<file path="config.mk">
export PLATFORM = sky130hd
export DESIGN_NAME = cache_refill_arbiter
export DESIGN_NICKNAME = d
export VERILOG_FILES = /design/src/rtl/cache_refill_arbiter.sv
export SDC_FILE = /design/constraint.sdc
export NUM_CORES = 1
export LEC_CHECK = 0
export CORE_ASPECT_RATIO = 0.5
export CORE_UTILIZATION = 25
export DETAILED_ROUTE_END_ITERATION = 10
export PLACE_DENSITY = 0.84
export SLEW_MARGIN = 10
export SYNTH_ARGS = -nofsm -noshare
export SYNTH_HDL_FRONTEND = slang
export SYNTH_SLANG_ARGS = --single-unit
</file>
<file path="constraint.sdc">
create_clock -name clk -period 1.41 [get_ports clk]
set_input_delay 0.3525 -clock clk [delete_from_list [all_inputs] [get_ports clk]]
set_output_delay 0.3525 -clock clk [all_outputs]
set_load 0.02 [all_outputs]
</file>
<file path="src/rtl/cache_refill_arbiter.sv">
// rtl/cache_refill_arbiter.sv - Icache/Dcache line-transfer arbiter for the shared memory bus
//
// Grants the external memory bus to one cache at a time and runs a fixed
// LINE_WORDS-beat burst for the granted line (Icache refill, Dcache refill
// or Dcache writeback). When both caches request, Dcache wins unless it
// also won the previous grant.
//
// Ports:
//   clk, rst_n          clock; synchronous active-low reset
//   ic_req_i/ic_addr_i  Icache refill request (held until ic_ready_o) and miss address
//   dc_req_i/dc_we_i    Dcache request (held until dc_ready_o); 1 = writeback
//   dc_addr_i           Dcache line address
//   dc_wdata_i          writeback word for beat dc_beat_idx_o
//   mem_req_o/mem_we_o  bus beat request / beat is a write
//   mem_addr_o          word-aligned beat address
//   mem_wdata_o         write data (Dcache writeback only)
//   mem_ack_i           beat complete; read data valid in the same cycle
//   mem_rdata_i         read data
//   ic_beat_valid_o     Icache read beat valid
//   dc_beat_valid_o     Dcache read beat valid / write beat accepted
//   rdata_o             shared read beat data
//   dc_beat_idx_o       current beat index
//   ic_ready_o          one-cycle pulse, Icache transfer complete
//   dc_ready_o          one-cycle pulse, Dcache transfer complete
//   busy_o              arbiter is not idle

module cache_refill_arbiter #(
    parameter int LINE_WORDS = 4,
    parameter int CNT_W      = 2
) (
    input  logic             clk,
    input  logic             rst_n,
    input  logic             ic_req_i,
    input  logic [31:0]      ic_addr_i,
    input  logic             dc_req_i,
    input  logic             dc_we_i,
    input  logic [31:0]      dc_addr_i,
    input  logic [31:0]      dc_wdata_i,
    output logic             mem_req_o,
    output logic             mem_we_o,
    output logic [31:0]      mem_addr_o,
    output logic [31:0]      mem_wdata_o,
    input  logic             mem_ack_i,
    input  logic [31:0]      mem_rdata_i,
    output logic             ic_beat_valid_o,
    output logic             dc_beat_valid_o,
    output logic [31:0]      rdata_o,
    output logic [CNT_W-1:0] dc_beat_idx_o,
    output logic             ic_ready_o,
    output logic             dc_ready_o,
    output logic             busy_o
);

    typedef enum logic [1:0] {
        S_IDLE,
        S_IC_XFER,
        S_DC_XFER,
        S_DONE
    } state_t;

    localparam logic [CNT_W-1:0] LAST_BEAT   = CNT_W'(LINE_WORDS - 1);
    // Byte-offset bits inside one line; replaced by the beat counter.
    localparam logic [31:0]      OFFSET_MASK = 32'(LINE_WORDS * 4 - 1);

    state_t           state;
    state_t           state_next;
    logic [CNT_W-1:0] cnt;
    logic [CNT_W-1:0] cnt_next;
    // 1 when the most recent grant went to Dcache; also selects which
    // ready pulse is produced in S_DONE.
    logic             last_dc;
    logic             last_dc_next;
    logic [31:0]      line_base;
    logic [31:0]      line_base_next;
    logic             we_q;
    logic             we_next;

    always_ff @(posedge clk) begin
        if (!rst_n) begin
            state     <= S_IDLE;
            cnt       <= '0;
            last_dc   <= 1'b0;
            line_base <= '0;
            we_q      <= 1'b0;
        end else begin
            state     <= state_next;
            cnt       <= cnt_next;
            last_dc   <= last_dc_next;
            line_base <= line_base_next;
            we_q      <= we_next;
        end
    end

    always_comb begin
        state_next     = state;
        cnt_next       = cnt;
        last_dc_next   = last_dc;
        line_base_next = line_base;
        we_next        = we_q;
        case (state)
            S_IDLE: begin
                // Dcache has priority, but yields to a waiting Icache
                // right after it has been served.
                if (dc_req_i && (!ic_req_i || !last_dc)) begin
                    state_next     = S_DC_XFER;
                    last_dc_next   = 1'b1;
                    line_base_next = dc_addr_i;
                    we_next        = dc_we_i;
                    cnt_next       = '0;
                end else if (ic_req_i) begin
                    state_next     = S_IC_XFER;
                    last_dc_next   = 1'b0;
                    line_base_next = ic_addr_i;
                    we_next        = 1'b0;
                    cnt_next       = '0;
                end
            end
            S_IC_XFER, S_DC_XFER: begin
                if (mem_ack_i) begin
                    if (cnt == LAST_BEAT) begin
                        state_next = S_DONE;
                        cnt_next   = '0;
                    end else begin
                        cnt_next = cnt + CNT_W'(1);
                    end
                end
            end
            S_DONE: begin
                state_next = S_IDLE;
            end
            default: begin
                state_next = S_IDLE;
            end
        endcase
    end

    logic ic_xfer;
    logic dc_xfer;

    assign ic_xfer = (state == S_IC_XFER);
    assign dc_xfer = (state == S_DC_XFER);

    assign mem_req_o       = ic_xfer | dc_xfer;
    assign mem_we_o        = dc_xfer & we_q;
    assign mem_addr_o      = (line_base & ~OFFSET_MASK) | {{(30 - CNT_W){1'b0}}, cnt, 2'b00};
    assign mem_wdata_o     = (dc_xfer && we_q) ? dc_wdata_i : '0;
    assign ic_beat_valid_o = ic_xfer & mem_ack_i;
    assign dc_beat_valid_o = dc_xfer & mem_ack_i;
    assign rdata_o         = mem_rdata_i;
    assign dc_beat_idx_o   = cnt;
    assign ic_ready_o      = (state == S_DONE) & ~last_dc;
    assign dc_ready_o      = (state == S_DONE) & last_dc;
    assign busy_o          = (state != S_IDLE);

    // A requester must hold its request for the whole burst.
    ic_req_held_a: assert property (@(posedge clk) disable iff (!rst_n)
        (state == S_IC_XFER) |-> ic_req_i);
    dc_req_held_a: assert property (@(posedge clk) disable iff (!rst_n)
        (state == S_DC_XFER) |-> dc_req_i);

endmodule

</file>
==> summary.md, run 1 <==
| Metric | Value |
|---|---|
| Status | `finished with violations` |
| Failing checks | `design-rule violations, negative setup slack` |
| Final setup fails | `~70` |
| Fraction of layout cells with a size suffix above 1 | `0.4580` |
| Syn_area_per_cell | `7.521 sq um` |
| Worst path most repeated cell | `buf_6` |
| First-pass GRT wire length | `~14 mm` |
| Ys async rst share | `0` |
| Hold EP | `line_base[18]$_SDFFE_PN0P_` |
| Top Ports | `between 200 and 250` |
| Hold wc startpoint | `line_base[18]$_SDFFE_PN0P_` |
| Initial antenna violation count | `0` |
| Post-Place Cells | `around 530` |
| DRT antenna net count | `0` |
| R2r worst-path depth | `7` |
| Largest vdd supply drop | `slightly above 0.8 mV` |
| Critical path class | `flip-flop to flip-flop` |
| Crit path max-delay family | `simple AND/OR/NAND/NOR gates` |
| Worst path max stage delay | `between 0.5 and 0.6 ns` |
| RSZ-0062 raised after global routing | `yes` |
| Mapped Cells | `around 280` |
| Worst R2R End | `dc_beat_idx_o[0]$_SDFFE_PN0P_` |
| Die Area | `between 8000 and 9000 sq um` |
| Critical path launch point type | `flip-flop` |
| Worst skew pair latency | `0.28 ns` |
| Total Wirelength | `10.62 mm` |
| Highest metal used | `met4` |
| Post-synthesis register bit count | `34` |
| Non-Filler Instances | `553` |
| Core area | `between 8000 and 9000 sq um` |
| Die Ht | `66.55 um` |
| Initial DRC Count | `around 130` |
| Yosys warnings | `0` |
| # hold bufs at CTS | `0` |
| M1 wire length | `roughly 4.0 mm` |
| Vias after detailed routing | `between 2000 and 3000` |
| CTS sink cnt | `34` |
| Initial core utilization | `0.2595` |
| Routed wl met2 | `roughly 5.5 mm` |
| H-tree depth | `2` |
| Via density per instance | `4.969` |
| DR WL/cell | `between 15 and 20 um` |
| Worst hold path type | `flip-flop to flip-flop` |
| Clk_skew | `just over 0.006 ns` |
| Worst EP required | `around 1.6 ns` |
| Grt ovf | `0` |
| Max-slew violation count | `0` |
| EDFF count, synth | `0` |
| Largest net degree at the start of global routing | `28` |
| R2r setup slk | `-0.36 ns` |
| Clock buffer depth | `2` |
| Post-Route Setup TNS | `-17.33 ns` |
| Max Clock Freq | `~560 MHz` |
| DRC viols | `1` |
| DRT Pass-1 Iters | `7` |
| GRT Total Usage | `0.2064` |
| Synth cell types | `29` |
| CTS tree | `done` |
| Share of Yosys cell area claimed by the top area cell type | `0.3267` |
| Number of global-route vias before repair | `approximately 2600` |
| Max Fanout on Critical Path | `6` |
| Reg-to-reg startpoint | `state[1]$_SDFFE_PN0P_` |
| Pwr Density | `1898 nW/um^2` |
| Seq/Total Area, Yosys | `0.3267` |
| Cell Area, Synth | `2083 sq um` |
| Dpl hpwl | `~6.0 mm` |
| Synth cell count leaders | `a21oi_1, buf_4, dfxtp_1` |
| Most common flop cell mapped by yosys | `dfxtp_1` |
| Metal3 WL | `approximately 810 um` |
| P_leak | `2.060 nW` |
| Power Total | `roughly 9.2 mW` |
| Top cell type by total area after synthesis | `dfxtp_1` |
| Reg area | `685.7 sq um` |
| Die Wd | `131.1 um` |
| Hold Vio Cnt, Final | `0` |
| N_diodes | `0` |
| Clock transition at path regs | `~0.060 ns` |
| Final Core Density | `0.6023` |
| Final worst slack | `-0.3608 ns` |
| Max-cap violations | `0` |
| Root Driver | `clkbuf_16` |
| Multi-input logic area | `between 1500 and 2000 sq um` |
| # rows | `23` |
| Num CTS Buffers | `5` |
| Most common cell in the netlist | `a21oi_1` |
| Final Cycle Share | `1.256` |
| WHS Path Cells | `2` |
| Worst path cell trace | `buf_6 -> inv_6 -> ha_4 -> buf_6 -> mux2i_2 -> or4_4 -> a21oi_2` |
| Buf+Inv Stages, Crit Path | `3` |
| Type of element capturing the critical path | `flip-flop` |
| P&R area growth vs syn | `132.1%` |
| Nets | `between 500 and 600` |
| Largest cells by area after synthesis | `dfxtp_1, a21oi_1, buf_4, and3_1, o21ai_0` |
| Clock period minus worst slack | `1.771 ns` |
| Worst path slowest cell | `or4_4` |
| Crit path arrival time | `1.99 ns` |
| Fill cells | `610` |
| Gpl congestion | `about 0.75` |
| Port-buffer cells | `164` |
==> worst max-delay path by stage <==
stage / from / endpoint / slack [ns] / cells past startpoint
2_1_floorplan: state[1]$_SDFFE_PN0P_ / dc_beat_idx_o[0]$_SDFFE_PN0P_ / -0.05 / 5
3_3_place_gp: dc_wdata_i[27] / mem_wdata_o[27] / -0.55 / 3
3_5_place_dp: dc_wdata_i[26] / mem_wdata_o[26] / -0.54 / 3
4_1_cts: state[0]$_SDFFE_PN0P_ / mem_wdata_o[22] / -0.30 / 5
5_1_grt: state[1]$_SDFFE_PN0P_ / dc_beat_idx_o[0]$_SDFFE_PN0P_ / -0.40 / 7
6_report: state[1]$_SDFFE_PN0P_ / dc_beat_idx_o[0]$_SDFFE_PN0P_ / -0.36 / 7
==> cell type report <==
type,count,area share
clock inverters,3,0.01423
well taps,112,0.02898
clock buffers,5,0.02587
inverters,4,0.004657
multi-input cells,183,0.3208
repair buffers,212,0.4636
flip-flops and latches,34,0.1418
==> flip-flops by register name, summed over array words and instances, names as in the netlist <==
signal	cells
state	2
we_q	1
line_base	28
last_dc	1
dc_beat_idx_o	2
==> logic make-up (layout without fill, tap and decap cells) <==
kind of cell | Yosys count | count (layout) | synth area share
adders and majority gates | 6 | 6 | 0.03604
AOI/OAI and AO/OA | 102 | 102 | 0.2625
DFF | 34 | 34 | 0.3267
other | 1 | 2 | 0.001800
and+or+nand+nor | 71 | 71 | 0.1808
muxes | 2 | 2 | 0.009610
buffers and inverters | 61 | 224 | 0.1826
==> power breakdown <==
| part | leakage, nW | internal [mW] | switching (mW) |
|---|---|---|---|
| Sequential | 0.283 | 1.30 | 0.274 |
| Clock | 0.0940 | 1.02 | 0.447 |
| Combinational | 1.68 | 3.12 | 3.02 |
==> metal layers <==
layer | vias up | GRT usage
met5 | - | 0
met4 | 0 | 0.08477
met3 | 27 | 0.05301
met2 | 141 | 0.3724
met1 | 1319 | 0.2336
li1 | 1261 | -
==> repair_timing <==
| item | CTS | global route |
|---|---|---|
| resized for setup | 322 | 105 |
| endpoints found under the setup margin | 104 | 75 |
| pin swaps | 8 | 23 |
| setup buffers | 9 | 7 |
| gates cloned | 6 | 2 |
==> worst reg2reg max path, stage by stage (launching register included) <==
cell and delay, ns:
dfxtp_4 0.36, buf_6 0.11, inv_6 0.04, ha_4 0.24
buf_6 0.13, mux2i_2 0.16, or4_4 0.51, a21oi_2 0.15
==> placed cells by master (no fill, tap or decap), types with 4 or more instances in the layout <==
cell type	netlist	final
buf_12	0	8
clkbuf_16	0	7
o21ai_2	0	21
and3_4	0	22
nand2_1	28	28
buf_4	37	23
a21oi_2	0	20
o21ai_4	0	8
clkdlybuf4s50_1	0	91
buf_6	0	51
dlygate4sd2_1	0	31
a21oi_1	61	36
and3_2	0	7
a21oi_4	0	5
ha_4	0	4
dfxtp_1	34	32
==> metrics by stage <==
step	area, sq um	hold WS (ns)	setup slack (ns)
final	4836	0.5157	-0.3608
after global routing	4836	0.5332	-0.3993
after CTS	4439	0.5141	-0.2998
after detailed placement	3847	0.5143	-0.5432
after global placement	3847	0.5005	-0.5488
after floorplan	2155	0.4712	-0.04660
Power figures use the tool's default switching activity.
==> run 2: changes to the inputs <==
- CORE_UTILIZATION: 25 -> 28
- CTS_CLUSTER_SIZE: unset -> 10
- MAX_ROUTING_LAYER: unset -> met4
- PLACE_DENSITY: 0.84 -> 0.89
- clock period: 1.41 -> 1.75 ns (I/O delays scaled with it)
==> summary.md, run 2 (synthesis results as in run 1) <==
| Metric | Value |
|---|---|
| Buf+Inv Stages, Crit Path | `3 (unchanged)` |
| GRT Total Usage | `0.2057 (-0.0007578)` |
| R2r setup slk | `0.04 ns (+0.40 ns)` |
| CTS tree | `done` |
| Nets | `555 (-4.3%)` |
| DP Worst Slack | `-0.4228 ns (+0.1204 ns)` |
| Pwr Density | `1332 nW/um^2 (-30%)` |
| DRT Pass-1 Iters | `4 (-3)` |
| N_diodes | `0 (unchanged)` |
| Die Wd | `124.0 um (-5.4%)` |
| Critical path launch point type | `flip-flop` |
| Worst EP required | `1.31 ns (-0.32 ns)` |
| Worst skew pair latency | `0.27 ns (about the same)` |
| First-pass GRT wire length | `12.25 mm (-10%)` |
| RSZ-0062 raised after global routing | `yes` |
| Crit path arrival time | `1.32 ns (-0.67 ns)` |
| # Post-CTS Setup Buffers | `0 (-9)` |
| Number of flip-flops in the largest register | `28 (unchanged)` |
| Max Clock Freq | `around 570 MHz` |
| Gpl congestion | `0.7668 (+2.4%)` |
| Multi-input logic area | `1131 sq um (-27%)` |
| Type of element capturing the critical path | `primary output` |
| DR WL/cell | `16.21 um (-16%)` |
| Hold EP | `line_base[10]$_SDFFE_PN0P_` |
| Fraction of layout cells with a size suffix above 1 | `0.2284 (-0.2297)` |
| Clock transition at path regs | `0.06 ns (about the same)` |
| Placed Area | `3710 sq um (-3.6%)` |
| Die Ht | `63.00 um (-5.3%)` |
| Clock period minus worst slack | `roughly 1.8 ns` |
| P_leak | `1.732 nW (-16%)` |
| DRC viols | `0 (-1)` |
| Commonest non-fill, non-tap cell in the layout | `clkdlybuf4s50_1` |
| Hold Vio Cnt, Final | `0 (unchanged)` |
| P&R area growth vs syn | `92.43%` |
| Initial DRC Count | `115 (-11%)` |
| Port-buffer cells | `164 (unchanged)` |
| Dpl hpwl | `6.052 mm (+1.3%)` |
| Fill cells | `608 (-0.33%)` |
| Clk_skew | `0.005397 ns (-0.0007435 ns)` |
| Status | `finished with violations` |
| Grt ovf | `0 (unchanged)` |
| Worst path max stage delay | `0.33 ns (-0.18 ns)` |
| Max Fanout on Critical Path | `17 (+11)` |
| Clock buffer depth | `2 (unchanged)` |
| R2r worst-path depth | `7 (unchanged)` |
| # hold bufs at CTS | `0 (unchanged)` |
| Max-cap violations | `0 (unchanged)` |
| Core area | `6937 sq um (-14%)` |
| Largest Register | `line_base` |
| CTS sink cnt | `34 (unchanged)` |
| Largest vdd supply drop | `0.7279 mV (-12%)` |
| Die Area | `7810 sq um (-10%)` |
| Max-slew violation count | `0 (unchanged)` |
| Post-Route Setup TNS | `-0.005494 ns (+17.32 ns)` |
| WHS | `0.5187 ns (+0.003085 ns)` |
| Final Cycle Share | `1.002` |
| WHS Path Cells | `2 (unchanged)` |
| Worst R2R End | `dc_beat_idx_o[0]$_SDFFE_PN0P_` |
| Total Wirelength | `8.235 mm (-22%)` |
| Worst hold path type | `flip-flop to flip-flop` |
| Worst path slowest cell | `dfxtp_2` |
| Initial core utilization | `0.3003 (+0.04086)` |
| Initial antenna violation count | `0 (unchanged)` |
| Root Driver | `clkbuf_16` |
| Final worst slack | `-0.002887 ns (+0.3579 ns)` |
| Top Ports | `239 (unchanged)` |
| Num CTS Buffers | `5 (unchanged)` |
| Crit path max-delay family | `flip-flops` |
| Largest net degree at the start of global routing | `34 (+21%)` |
| Failing checks | `negative setup slack` |
| H-tree depth | `2 (unchanged)` |
| DRT antenna net count | `0 (unchanged)` |
| Hold wc startpoint | `line_base[10]$_SDFFE_PN0P_` |
| Final setup fails | `2 (-97%)` |
| Worst path cell trace | `inv_2 -> ha_4 -> buf_12 -> and3_1 -> buf_6` |
| Number of global-route vias before repair | `2433 (-5.8%)` |
| Via density per instance | `4.884 (-1.7%)` |
| Most frequent cells in the layout | `clkdlybuf4s50_1, a21oi_1, dfxtp_1, buf_6` |
| Vias after detailed routing | `2481 (-9.7%)` |
| # rows | `21 (-8.7%)` |
| Reg area | `683.2 sq um (-0.37%)` |
| Critical path class | `flip-flop to primary output` |
| Reg-to-reg startpoint | `state[1]$_SDFFE_PN0P_` |
| Fin area | `4009 sq um (-17%)` |
## run 2: cell count changes in the layout (fill, tap and decap cells not counted), sizes merged
cell           before  now
dlygate4sd2        31    4
clkbuf              9    5
clkinvlp            0    2
clkdlybuf4s50      91  121
clkinv              1    0
clkdlybuf4s15       1    0
buf                85   62
bufinv              2    1
## run 2: layer usage
metal | GRT usage | part of all wire | vias to the layer above
met5 | - | 0 | -
met4 | 0.05655 | 0.016 | 0
met3 | 0.04015 | 0.069 | 14
met2 | 0.3701 | 0.54 | 90
met1 | 0.2303 | 0.38 | 1173
li1 | - | - | 1204
## run 2: final cells by class
type,count,area share
multi-input combinational,183,0.2821
clock buffer,5,0.03121
timing repair buffer,187,0.4719
inverter,4,0.004370
sequential,34,0.1704
clock inverter,3,0.01124
tap,92,0.02871
## run 2: report_power, final
part	total (mW)	internal, mW	switching, mW
logic	3.13	1.54	1.60
registers	1.19	1.04	0.150
clock network	1.01	0.671	0.344
## run 2: how the worst max path moves through the flow
stage	from	endpoint	slack (ns)	cells after the start
6_report	state[0]$_SDFFE_PN0P_	mem_wdata_o[24]	-0.003	5
5_1_grt	state[0]$_SDFFE_PN0P_	mem_wdata_o[29]	-0.05	5
4_1_cts	state[0]$_SDFFE_PN0P_	mem_wdata_o[15]	-0.003	5
3_5_place_dp	mem_ack_i	ic_beat_valid_o	-0.42	3
3_3_place_gp	dc_wdata_i[4]	mem_wdata_o[4]	-0.39	3
2_1_floorplan	state[1]$_SDFFE_PN0P_	dc_beat_idx_o[0]$_SDFFE_PN0P_	0.08	5
## run 2: repair_timing
| item | 4_1_cts | 5_1_grt |
|---|---|---|
| pin swaps | 1 | 8 |
| endpoints found under the setup margin | 45 | 37 |
| resized for setup | 217 | 31 |
| cloned | 1 | 0 |
## run 2: stage by stage
step	cells	power [mW]	utilization
finish	508	5.339	0.5779
global route	508	5.691	0.5779
CTS	508	5.245	0.5593
detailed placement	499	4.120	0.5348
global placement	499	4.064	0.5348
floorplan	278	2.784	-
## run 2: worst min-delay path, stage by stage, from the launching register on
cell and delay, ns:
dfxtp_1 0.31, o21ai_1 0.13, a21oi_1 0.04
